<file path="src/rtl/ttt_board_judge.sv">
// ttt_board_judge: owns the 3x3 tic-tac-toe board, judges each granted move,
// and reports ill_move / no_space / win back to the turn controller.
// A move accepted in cycle N has its board write, move_done, win/no_space and
// the first ill_move cycle all visible at N+2. To achieve that, the line
// evaluation runs on the next-board value during S_CHECK, and its results are
// registered so they are presented while the FSM sits in S_EVAL.
// Optional macro JUDGE_MOVE_CNT_EN adds a saturating move_count output.
module ttt_board_judge #(
    parameter int ILL_HOLD = 2
) (
    input  logic        clk,
    input  logic        reset,
    input  logic        p1_play,
    input  logic        p2_play,
    input  logic        move_valid,
    input  logic [3:0]  move_pos,
    output logic        ill_move,
    output logic        no_space,
    output logic        win,
    output logic [1:0]  winner,
    output logic        move_done,
    output logic        busy,
`ifdef JUDGE_MOVE_CNT_EN
    output logic [3:0]  move_count,
`endif
    output logic [17:0] board
);

    typedef enum logic [2:0] {
        S_IDLE,
        S_CHECK,
        S_EVAL,
        S_ILL,
        S_OVER
    } state_t;

    state_t      state;
    logic [3:0]  move_pos_p0;
    logic [1:0]  mover_p0;
    logic [3:0]  ill_cnt;

    logic        accept;
    logic        pos_ok;
    logic [3:0]  idx;
    logic        target_free;
    logic [17:0] board_next;
    logic        next_win;
    logic        next_full;

    // Contents of cell i of a packed board.
    function automatic logic [1:0] cell_at(input logic [17:0] b, input int i);
        return b[2*i +: 2];
    endfunction

    // True when cells a, b, c hold the same nonzero owner.
    function automatic logic line_hit(input logic [17:0] b, input int a,
                                      input int c1, input int c2);
        return (cell_at(b, a) != 2'b00) &&
               (cell_at(b, a) == cell_at(b, c1)) &&
               (cell_at(b, a) == cell_at(b, c2));
    endfunction

    // Any of the eight winning lines complete.
    function automatic logic any_line(input logic [17:0] b);
        return line_hit(b, 0, 1, 2) || line_hit(b, 3, 4, 5) ||
               line_hit(b, 6, 7, 8) || line_hit(b, 0, 3, 6) ||
               line_hit(b, 1, 4, 7) || line_hit(b, 2, 5, 8) ||
               line_hit(b, 0, 4, 8) || line_hit(b, 2, 4, 6);
    endfunction

    // Every cell occupied.
    function automatic logic all_full(input logic [17:0] b);
        logic full;
        full = 1'b1;
        for (int i = 0; i < 9; i++) begin
            if (cell_at(b, i) == 2'b00) full = 1'b0;
        end
        return full;
    endfunction

    // Legality of the latched move and the board it would produce.
    always_comb begin
        accept      = move_valid && (p1_play ^ p2_play);
        pos_ok      = (move_pos_p0 <= 4'd8);
        idx         = pos_ok ? move_pos_p0 : 4'd0;
        target_free = pos_ok && (cell_at(board, int'(idx)) == 2'b00);
        board_next  = board;
        board_next[2*int'(idx) +: 2] = mover_p0;
        next_win    = any_line(board_next);
        next_full   = all_full(board_next);
    end

    // Judge FSM with registered outputs.
    always_ff @(posedge clk) begin
        if (reset) begin
            state       <= S_IDLE;
            move_pos_p0 <= 4'd0;
            mover_p0    <= 2'b00;
            ill_cnt     <= 4'd0;
            ill_move    <= 1'b0;
            no_space    <= 1'b0;
            win         <= 1'b0;
            winner      <= 2'b00;
            move_done   <= 1'b0;
            busy        <= 1'b0;
            board       <= 18'd0;
        end else begin
            case (state)
                S_IDLE: begin
                    if (accept) begin
                        move_pos_p0 <= move_pos;
                        mover_p0    <= p1_play ? 2'b01 : 2'b10;
                        busy        <= 1'b1;
                        state       <= S_CHECK;
                    end
                end
                S_CHECK: begin
                    if (target_free) begin
                        board     <= board_next;
                        move_done <= 1'b1;
                        if (next_win) begin
                            win    <= 1'b1;
                            winner <= mover_p0;
                        end else if (next_full) begin
                            no_space <= 1'b1;
                        end
                        state <= S_EVAL;
                    end else begin
                        ill_move <= 1'b1;
                        ill_cnt  <= 4'(ILL_HOLD - 1);
                        state    <= S_ILL;
                    end
                end
                S_EVAL: begin
                    move_done <= 1'b0;
                    if (win || no_space) begin
                        state <= S_OVER;
                    end else begin
                        busy  <= 1'b0;
                        state <= S_IDLE;
                    end
                end
                S_ILL: begin
                    if (ill_cnt == 4'd0) begin
                        ill_move <= 1'b0;
                        busy     <= 1'b0;
                        state    <= S_IDLE;
                    end else begin
                        ill_cnt <= ill_cnt - 4'd1;
                    end
                end
                S_OVER: begin
                    state <= S_OVER;
                end
                default: begin
                    state <= S_IDLE;
                    busy  <= 1'b0;
                end
            endcase
        end
    end

`ifdef JUDGE_MOVE_CNT_EN
    // Count committed legal moves, saturating at a full board.
    always_ff @(posedge clk) begin
        if (reset) begin
            move_count <= 4'd0;
        end else if (state == S_EVAL && move_count != 4'd9) begin
            move_count <= move_count + 4'd1;
        end
    end
`endif

endmodule

</file>
<file path="config.mk">
export PLATFORM = sky130hd
export DESIGN_NAME = ttt_board_judge
export DESIGN_NICKNAME = d
export VERILOG_FILES = /design/src/rtl/ttt_board_judge.sv
export SDC_FILE = /design/constraint.sdc
export NUM_CORES = 1
export LEC_CHECK = 0
export CAP_MARGIN = 20
export CORE_ASPECT_RATIO = 0.7
export CORE_UTILIZATION = 55
export DETAILED_ROUTE_END_ITERATION = 8
export PLACE_DENSITY_LB_ADDON = 0.3
export REMOVE_ABC_BUFFERS = 1
export SYNTH_ARGS = -nofsm -noshare
export SYNTH_HDL_FRONTEND = slang
export SYNTH_SLANG_ARGS = --single-unit
</file>
<file path="constraint.sdc">
create_clock -name clk -period 7.9 [get_ports clk]
set_input_delay 2.37 -clock clk [delete_from_list [all_inputs] [get_ports clk]]
set_output_delay 2.37 -clock clk [all_outputs]
set_load 0.005 [all_outputs]
</file>
### Word-level counts from Yosys, hierarchy flattened

Cells that the tools add are included.

* register bits: 38
* input bits: 9
* output and inout port bits: 25
* logic and storage cells: 129

* add/sub/neg operators: 2
* $lt $le $gt $ge: 1
* equality and inequality tests: 26
* shift-type cells: 3
* multiplexer cells: 28
* bitwise logic cells: 3
* reductions and logical operators: 55

Operator list (count)
* negation 5 -> 33 bit: 1
* variable shift 2 x 33 -> 18 bit, first input constant: 1
* indexed part select 2 x 33 -> 18 bit: 1
* == test 2 bit: 16
* zero test 2 bit: 10
* bitwise mux 18 bit: 1
* logical AND 1 bit: 18
* indexed part select 18 x 6 -> 2 bit: 1
* 2-to-1 mux 1 bit: 15
* one-hot mux 3 bit (5 select lines): 1
* nonzero test 2 bit: 7
* 2-to-1 mux 4 bit: 3
* inequality test 2 bit, second input constant: 6
* 2-to-1 mux 3 bit: 3
* AND reduction 3 bit: 3
* logical OR 1 bit: 8
* one-hot mux 4 bit (2 select lines): 1
* AND reduction 2 bit: 4
* AND reduction 4 bit: 2
* == test 3 x 2 -> 1 bit, second input constant: 2
* <= comparator 4 bit, second input constant: 1
* zero test 4 bit: 1
* one-hot mux 1 bit (2 select lines): 2
* one-hot mux 1 bit (4 select lines): 1
* other kinds (8): 9

### Logic depth before layout (Yosys ltp)

Gate-level depths: netlist (run 1).

* depth after elaboration: 17
* gate-level depth with buffers: 15
* depth with buffers taken out: 12

### Least setup slack after synthesis (run 1)

No wires, ideal clock.

* kind: register to register
* start point: register move_pos_p0[3]
* end point: register winner[1]
* library setup time: 0.119 ns
* arrival: 3.465 ns
* path slack: 4.316 ns
* stages on the path, launching flop included: 14
* path through: dfxtp_1 > or4b_1 > clkbuf_1 > ha_1 > clkbuf_1 > and2_1 > mux2_2 > nand2_1 > mux2i_1 > mux2_2 > a222oi_1 > a21oi_1 > o21a_2 > mux2i_1

* longest elaborated chain between the ends: 16
* elaborated cells on any way between the ends: 54
* classes of those cells: add/sub (1); order compare (1); eq/ne (16); shift (3); mux (2); reduce/logical (31)

Ends and longest elaborated chain
* from (decl): line 38 `logic [3:0] move_pos_p0;`
* from (signal assigned): line 111 `move_pos_p0 <= move_pos;`
* <= comparator 4 bit: line 84 `pos_ok = (move_pos_p0 <= 4'd8);`
* 2-to-1 mux 4 bit: line 85 `idx = pos_ok ? move_pos_p0 : 4'd0;`
* negation 5 -> 33 bit: line 88 `board_next[2*int'(idx) +: 2] = mover_p0;`
* indexed part select 2 x 33 -> 18 bit / variable shift 2 x 33 -> 18 bit (equally long branches): line 88
* bitwise mux 18 bit: line 88
* == test 2 bit / nonzero test 2 bit (equally long branches): line 59, 58
* logical AND 1 bit: line 58 `return (cell_at(b, a) != 2'b00) &&`
* logical AND 1 bit: line 59 `(cell_at(b, a) == cell_at(b, c1)) &&`
* logical OR 1 bit (2 in series): line 65 `return line_hit(b, 0, 1, 2) || line_hit(b, 3, 4, 5) ||`
* logical OR 1 bit (2 in series): line 66 `line_hit(b, 6, 7, 8) || line_hit(b, 0, 3, 6) ||`
* logical OR 1 bit (2 in series): line 67 `line_hit(b, 1, 4, 7) || line_hit(b, 2, 5, 8) ||`
* logical OR 1 bit: line 68 `line_hit(b, 0, 4, 8) || line_hit(b, 2, 4, 6);`
* AND reduction 3 bit (no line) *
* to (signal assigned): line 123 `winner <= mover_p0;`
* to (decl): line 20 `output logic [1:0] winner,`

Mark *: on every way between the ends. The rest lies on a longest branch, timed or not.
A chain may end at the register's enable or synchronous reset.

### Final worst setup path (run 1)

Same ends and word-level chain as after synthesis.

==> flow_summary.json, run 1 <==
{
  "outcome": "finished clean",
  "yosysTopAreaCell": "dfxtp_1",
  "synthArstFlopShare": 0,
  "cpPeakStageDelay_ns": 0.68,
  "fin_cells": 450,
  "fin_nets": 396,
  "numClockSinks": 38,
  "worst_pin_slew_ns": 0.776,
  "synth-edff-count": 0,
  "grt_pass1_vias": 2589,
  "clkTransAtPathRegs_ns": 0.08,
  "cap_violations": 0,
  "cts_tree": "done",
  "worst-path-max-fanout": 17,
  "r2r-end": "winner[1]",
  "grt_use_total": 0.316,
  "routed_wl_um": 8250,
  "cts_setup_buffers": 0,
  "drive_above_1_share": 0.0682,
  "overflow": 0,
  "finalHoldViolations": 0,
  "ant_nets": 0,
  "vias_per_cell": 6.39,
  "cp_top_family": "multiplexers",
  "power_uw": 680,
  "final_core_util": 0.684,
  "rr_worst_depth": 11,
  "slew_viol_final": 0,
  "fin_skew_ns": 0.00474,
  "cts_resized": 0,
  "setup_tns_ns": 0,
  "io_buffers": 33,
  "antenna_found_initial": 0,
  "diodes": 0,
  "cp-endpoint": "winner[1]",
  "cp.arrival_ns": 4.61,
  "critPathBufInv": 0,
  "power_per_cell_area_mw_per_mm2": 202,
  "synthDominantCellAreaShare": 0.263,
  "io_pins": 34,
  "finalCritPeriodShare": 0.560,
  "min_path_type": "flip-flop to flip-flop",
  "avgSynthCellArea_um2": 8.01,
  "fp-row-count": 21,
  "drc": 0,
  "worstSkewPairLatency_ns": 0.29,
  "htreeDepth": 2,
  "end_kind": "flip-flop",
  "synthDistinctLibCells": 59,
  "fin_crit_ns": 4.42,
  "dp_hpwl_um": 6060,
  "via_count": 2876,
  "synth_area_leaders": "dfxtp_1, mux2i_1, nor2_1",
  "p_leak_uw": 0.00115,
  "drt_iter0_markers": 335,
  "ctsHoldBuffers": 0,
  "cp-start-kind": "flip-flop",
  "initial_core_util": 0.588,
  "r2r_start": "move_pos_p0[3]",
  "path_cells": "or4b_1 > ha_1 > and2_1 > mux2_2 > nand2_1 > mux2i_1 > mux2_2 > a222oi_1 > a21oi_1 > o21a_2 > mux2i_1",
  "multi_input_area_mm2": 0.00199,
  "setup_viol": 0,
  "fillCellCount": 398,
  "worstPathRequired_ns": 8.09,
  "synth_warnings": 0,
  "crit_path_start": "move_pos_p0[3]",
  "cts-root-buf": "clkbuf_8",
  "seqCellArea_um2": 761,
  "drtPass1Iterations": 6,
  "syn-cell-area_mm2": 0.00289,
  "ys_ff_latch": 38,
  "critPathKind": "flip-flop to flip-flop",
  "rrSetupSlack_ns": 3.48,
  "rsz0062_at_grt": "no",
  "ys.flop_type": "dfxtp_1",
  "slowest_stage": "dfxtp_1",
  "grt_pass1_wl_um": 13400,
  "grt_max_degree": 40,
  "seq_area_frac_synth": 0.263,
  "cp.depth": 11,
  "dieArea_mm2": 0.00556,
  "place_inst": 442,
  "wl_per_cell_um": 18.3,
  "die_height_um": 62.7,
  "maxSlewHeadroom": 0.468,
  "syn_to_final_growth_pct": 16.3,
  "syn-instance-count": 361,
  "clockBufferDepth": 2,
  "gp_congestion": 1.02,
  "fmax_mhz": 226,
  "die_w_um": 88.7,
  "ir_drop_v": 0.000158,
  "core_mm2": 0.00491,
  "numCtsBuffers": 5
}
[worst register-to-register path: stages (launching register included)]
cell      delay [ns]
dfxtp_1         0.68
or4b_1          0.62
ha_1            0.45
and2_1          0.21
mux2_2          0.39
nand2_1         0.16
mux2i_1         0.51
mux2_2          0.41
a222oi_1        0.44
a21oi_1         0.10
o21a_2          0.24
mux2i_1         0.11
[per-layer routing]
| layer | part of all wire | vias to the layer above | routed length, um | global-route usage |
|---|---|---|---|---|
| li1 | - | 1364 | - | - |
| met1 | 0.48 | 1326 | 3930 | 0.491 |
| met2 | 0.40 | 175 | 3330 | 0.435 |
| met3 | 0.11 | 11 | 920 | 0.0832 |
| met4 | 0.0091 | 0 | 75 | 0.0544 |
| met5 | 0 | - | 0 | 0 |
[placed cells by master, fill, tap and decap left out, types with 3 or more instances in the layout]
cell type / n
clkdlybuf4s50_1: 33
nor3b_1: 3
nor2_1: 48
and2_1: 9
and3_1: 6
mux2_2: 4
o21ai_0: 13
inv_1: 11
dfxtp_1: 38
nor2b_1: 8
ha_1: 7
a21o_1: 5
xor2_1: 3
clkbuf_8: 5
o21ai_1: 3
o22ai_1: 4
o21bai_1: 3
a21oi_1: 18
nor3_1: 13
mux2i_1: 27
nand4_1: 4
a211oi_1: 23
nand2_1: 14
nand3_1: 16
nand2b_1: 14
a22oi_1: 4
[registers in the layout (all words and copies together) (netlist names)]
| signal | flops |
|---|---|
| no_space | 1 |
| move_pos_p0 | 4 |
| busy | 1 |
| board | 18 |
| ill_move | 1 |
| move_done | 1 |
| win | 1 |
| state | 3 |
| mover_p0 | 2 |
| ill_cnt | 4 |
| winner | 2 |
[cell type report]
type | count | area share
flip-flops and latches | 38 | 0.226
clock inverters | 3 | 0.0205
inverters | 11 | 0.0123
well taps | 69 | 0.0257
multi-input cells | 289 | 0.592
clock buffers | 5 | 0.0205
repair buffers | 35 | 0.103
[worst min path at each step]
stage,startpoint,end,slack (ns),depth (start not counted)
finish,busy,busy,0.48,2
global route,winner[1],winner[1],0.52,2
CTS,busy,busy,0.48,2
detailed placement,busy,busy,0.47,2
global placement,winner[0],winner[0],0.46,2
floorplan,busy,busy,0.46,2
[cells by family (layout without fill, tap and decap cells)]
logic type               after synthesis  count (layout)  synth area share
flip-flops                            38              38             0.263
buffers and inverters                 34              54            0.0480
multiplexers                          37              37             0.152
AND/OR/NAND/NOR                      148             148             0.265
XOR/XNOR                               4               4            0.0121
AO/OA/AOI/OAI                         93              93             0.229
adder cells (fa/ha/maj)                7               7            0.0303
[cell usage after synthesis (all sizes together), types with 3 or more instances]
library cell,number
o32ai,3
o22ai,4
buf,4
o21ai,16
and2,9
a21oi,18
mux2i,29
nor2b,8
inv,11
mux2,6
ha,7
dfxtp,38
xor2,3
nand4,4
a22oi,4
a21o,5
nand3,16
o21bai,3
nand2b,14
nor3b,3
and3,6
nand2,15
clkbuf,19
a211oi,23
nor3,13
nor2,48
[per-stage QoR]
step | instance area, um2 | hold WS (ns) | setup WS (ns)
after floorplan | 2790 | 0.464 | 4.18
after global placement | 3230 | 0.463 | 3.73
after detailed placement | 3230 | 0.467 | 3.63
after CTS | 3360 | 0.479 | 3.59
after global routing | 3360 | 0.521 | 3.30
final | 3360 | 0.481 | 3.48
[where the power goes]
part,switching (uW),leakage [uW],total [uW],internal (uW)
combinational,125,0.000770,231,106
clock,77.4,0.0000683,204,127
sequential,32.9,0.000310,245,212
total,235,0.00115,680,445
(Power assumes the default switching activity.)
==> inputs of run 2 (changes only) <==
clock period = 4.1 ns   (was 7.9 ns; I/O delays follow)
==> run 2 against run 1 <==
  * Wire length rose by 2.8%
  * Final area rose by 3.5%
  * Highest routed layer unchanged
  * Clock skew rose by 0.0052 ns
  * Sequential share of layout area fell by 0.76 points
  * Register-to-register slack got worse by 3.2 ns
  * Clock-buffer cell count did not move
==> flow_summary.json, run 2 (synthesis results as in run 1) <==
{
  "outcome": "finished clean",
  "setup_tns_ns": 0,
  "final_core_util": 0.708,
  "drive_above_1_share": 0.109,
  "p_sw_uw": 462,
  "grt_pass1_wl_um": 14000,
  "worstSkewPairLatency_ns": 0.30,
  "io_pins": 34,
  "cts_setup_buffers": 0,
  "path_cells": "or4b_1 > ha_2 > nor2b_1 > mux2i_1 > buf_4 > o21ai_1 > and2_1 > nor4b_1 > nor4_2 > nand4_1 > o21a_2 > mux2i_1",
  "drt_iter0_markers": 248,
  "dp_hpwl_um": 6370,
  "largest_reg_flops": 18,
  "grt_use_total": 0.328,
  "cts-root-buf": "clkbuf_8",
  "ant_nets": 0,
  "io_buffers": 33,
  "pwr-share-comb": 0.355,
  "fmax_mhz": 262,
  "regMostFlops": "board",
  "fin_skew_ns": 0.00998,
  "power_uw": 1340,
  "htreeDepth": 2,
  "die_w_um": 88.7,
  "grt_pass1_vias": 2772,
  "syn_to_final_growth_pct": 20.3,
  "maxSlewHeadroom": 0.596,
  "ctsHoldBuffers": 0,
  "fin_crit_ns": 3.82,
  "internal-power_uw": 874,
  "overflow": 0,
  "initial_core_util": 0.588,
  "diodes": 0,
  "drtPass1Iterations": 5,
  "critPathKind": "flip-flop to flip-flop",
  "grt.busiest_layer": "met1",
  "fp-row-count": 21,
  "wl_per_cell_um": 18.3,
  "numClockSinks": 38,
  "finalHoldViolations": 0,
  "cp_top_family": "simple AND/OR/NAND/NOR gates",
  "worst_pin_slew_ns": 0.590,
  "hold_ws_ns": 0.485,
  "cts_resized": 0,
  "finalCritPeriodShare": 0.931,
  "cts_tree": "done",
  "critPathBufInv": 1,
  "rsz0062_at_grt": "no",
  "cp-start-kind": "flip-flop",
  "power_frac_seq": 0.348,
  "worstPathRequired_ns": 4.28,
  "via_count": 2914,
  "path_common_cell": "mux2i_1",
  "fin_nets": 410,
  "fillCellCount": 391,
  "routed_wl_um": 8490,
  "die_height_um": 62.7,
  "cp.arrival_ns": 4.00,
  "grtUsageMet1": 0.502,
  "slowest_stage": "or4b_1",
  "gp_congestion": 0.951,
  "ir_drop_v": 0.000260,
  "end_kind": "flip-flop",
  "grt.met2_usage": 0.456,
  "cap_violations": 0,
  "drc": 0,
  "core_mm2": 0.00491,
  "p_clk_frac": 0.297,
  "setup_viol": 0,
  "numCtsBuffers": 5,
  "vias_per_cell": 6.28,
  "power_per_cell_area_mw_per_mm2": 384,
  "antenna_found_initial": 0,
  "reg.largest.list": "board x18, ill_cnt x4, move_pos_p0 x4",
  "swShare": 0.346,
  "p_leak_uw": 0.00121,
  "final_cell_mix": "nor2_1, dfxtp_1, clkdlybuf4s50_1, mux2i_1, a211oi_1",
  "grt_max_degree": 40,
  "min_path_type": "flip-flop to flip-flop",
  "mostFrequentLayoutCell": "nor2_1",
  "worst-path-max-fanout": 10,
  "clkTransAtPathRegs_ns": 0.09,
  "dieArea_mm2": 0.00556,
  "grtUsageMet3": 0.0727,
  "clockBufferDepth": 2,
  "slew_viol_final": 0,
  "cpPeakStageDelay_ns": 0.57
}
## run 2: cell types whose count changed in the layout (fill, tap and decap cells not counted), sizes merged
cell / change
buf: +14
## run 2: path summary, 6_finish.rpt
path | from | slack, ns | cells after the start | end
setup / recovery | move_pos_p0[3] | 0.28 | 12 | winner[1]
hold / removal | winner[1] | 0.49 | 2 | winner[1]
setup reg to reg | move_pos_p0[3] | 0.28 | 12 | winner[1]
hold reg to reg | winner[1] | 0.49 | 2 | winner[1]
## run 2: cell type report
type / count / area, um2 / area share
inverters: 11 / 41.3 / 0.0119
clock buffers: 5 / 68.8 / 0.0198
flip-flops and latches: 38 / 761 / 0.219
multi-input cells: 289 / 2000 / 0.576
well taps: 69 / 86.3 / 0.0248
repair buffers: 49 / 450 / 0.129
clock inverters: 3 / 68.8 / 0.0198
## run 2: power groups by stage
stage                     Combinational, uW  Clock, uW  Sequential, uW
final                                   474        397             465
after global routing                    516        418             472
after CTS                               461        397             463
after detailed placement                457          0             472
after global placement                  449          0             470
after floorplan                         292          0             463
## run 2: worst register-to-register path, cell delays in order (launching register included)
cell     delay (ns)
dfxtp_1        0.48
or4b_1         0.58
ha_2           0.47
nor2b_1        0.22
mux2i_1        0.10
buf_4          0.17
o21ai_1        0.31
and2_1         0.35
nor4b_1        0.12
nor4_2         0.31
nand4_1        0.20
o21a_2         0.28
mux2i_1        0.12
## run 2: metrics by stage
step	std cells	cell area [um2]	setup slack, ns
6_report	464	3480	0.282
5_1_grt	464	3480	0.0424
4_1_cts	464	3470	0.191
3_5_place_dp	456	3330	0.219
3_3_place_gp	456	3330	0.378
2_1_floorplan	338	2790	0.377
## run 2: metal layers
metal  up-vias  share of wire
met3         9           0.10
met2       149           0.41
li1       1399              -
met5         -              0
met1      1357           0.48
met4         0         0.0092
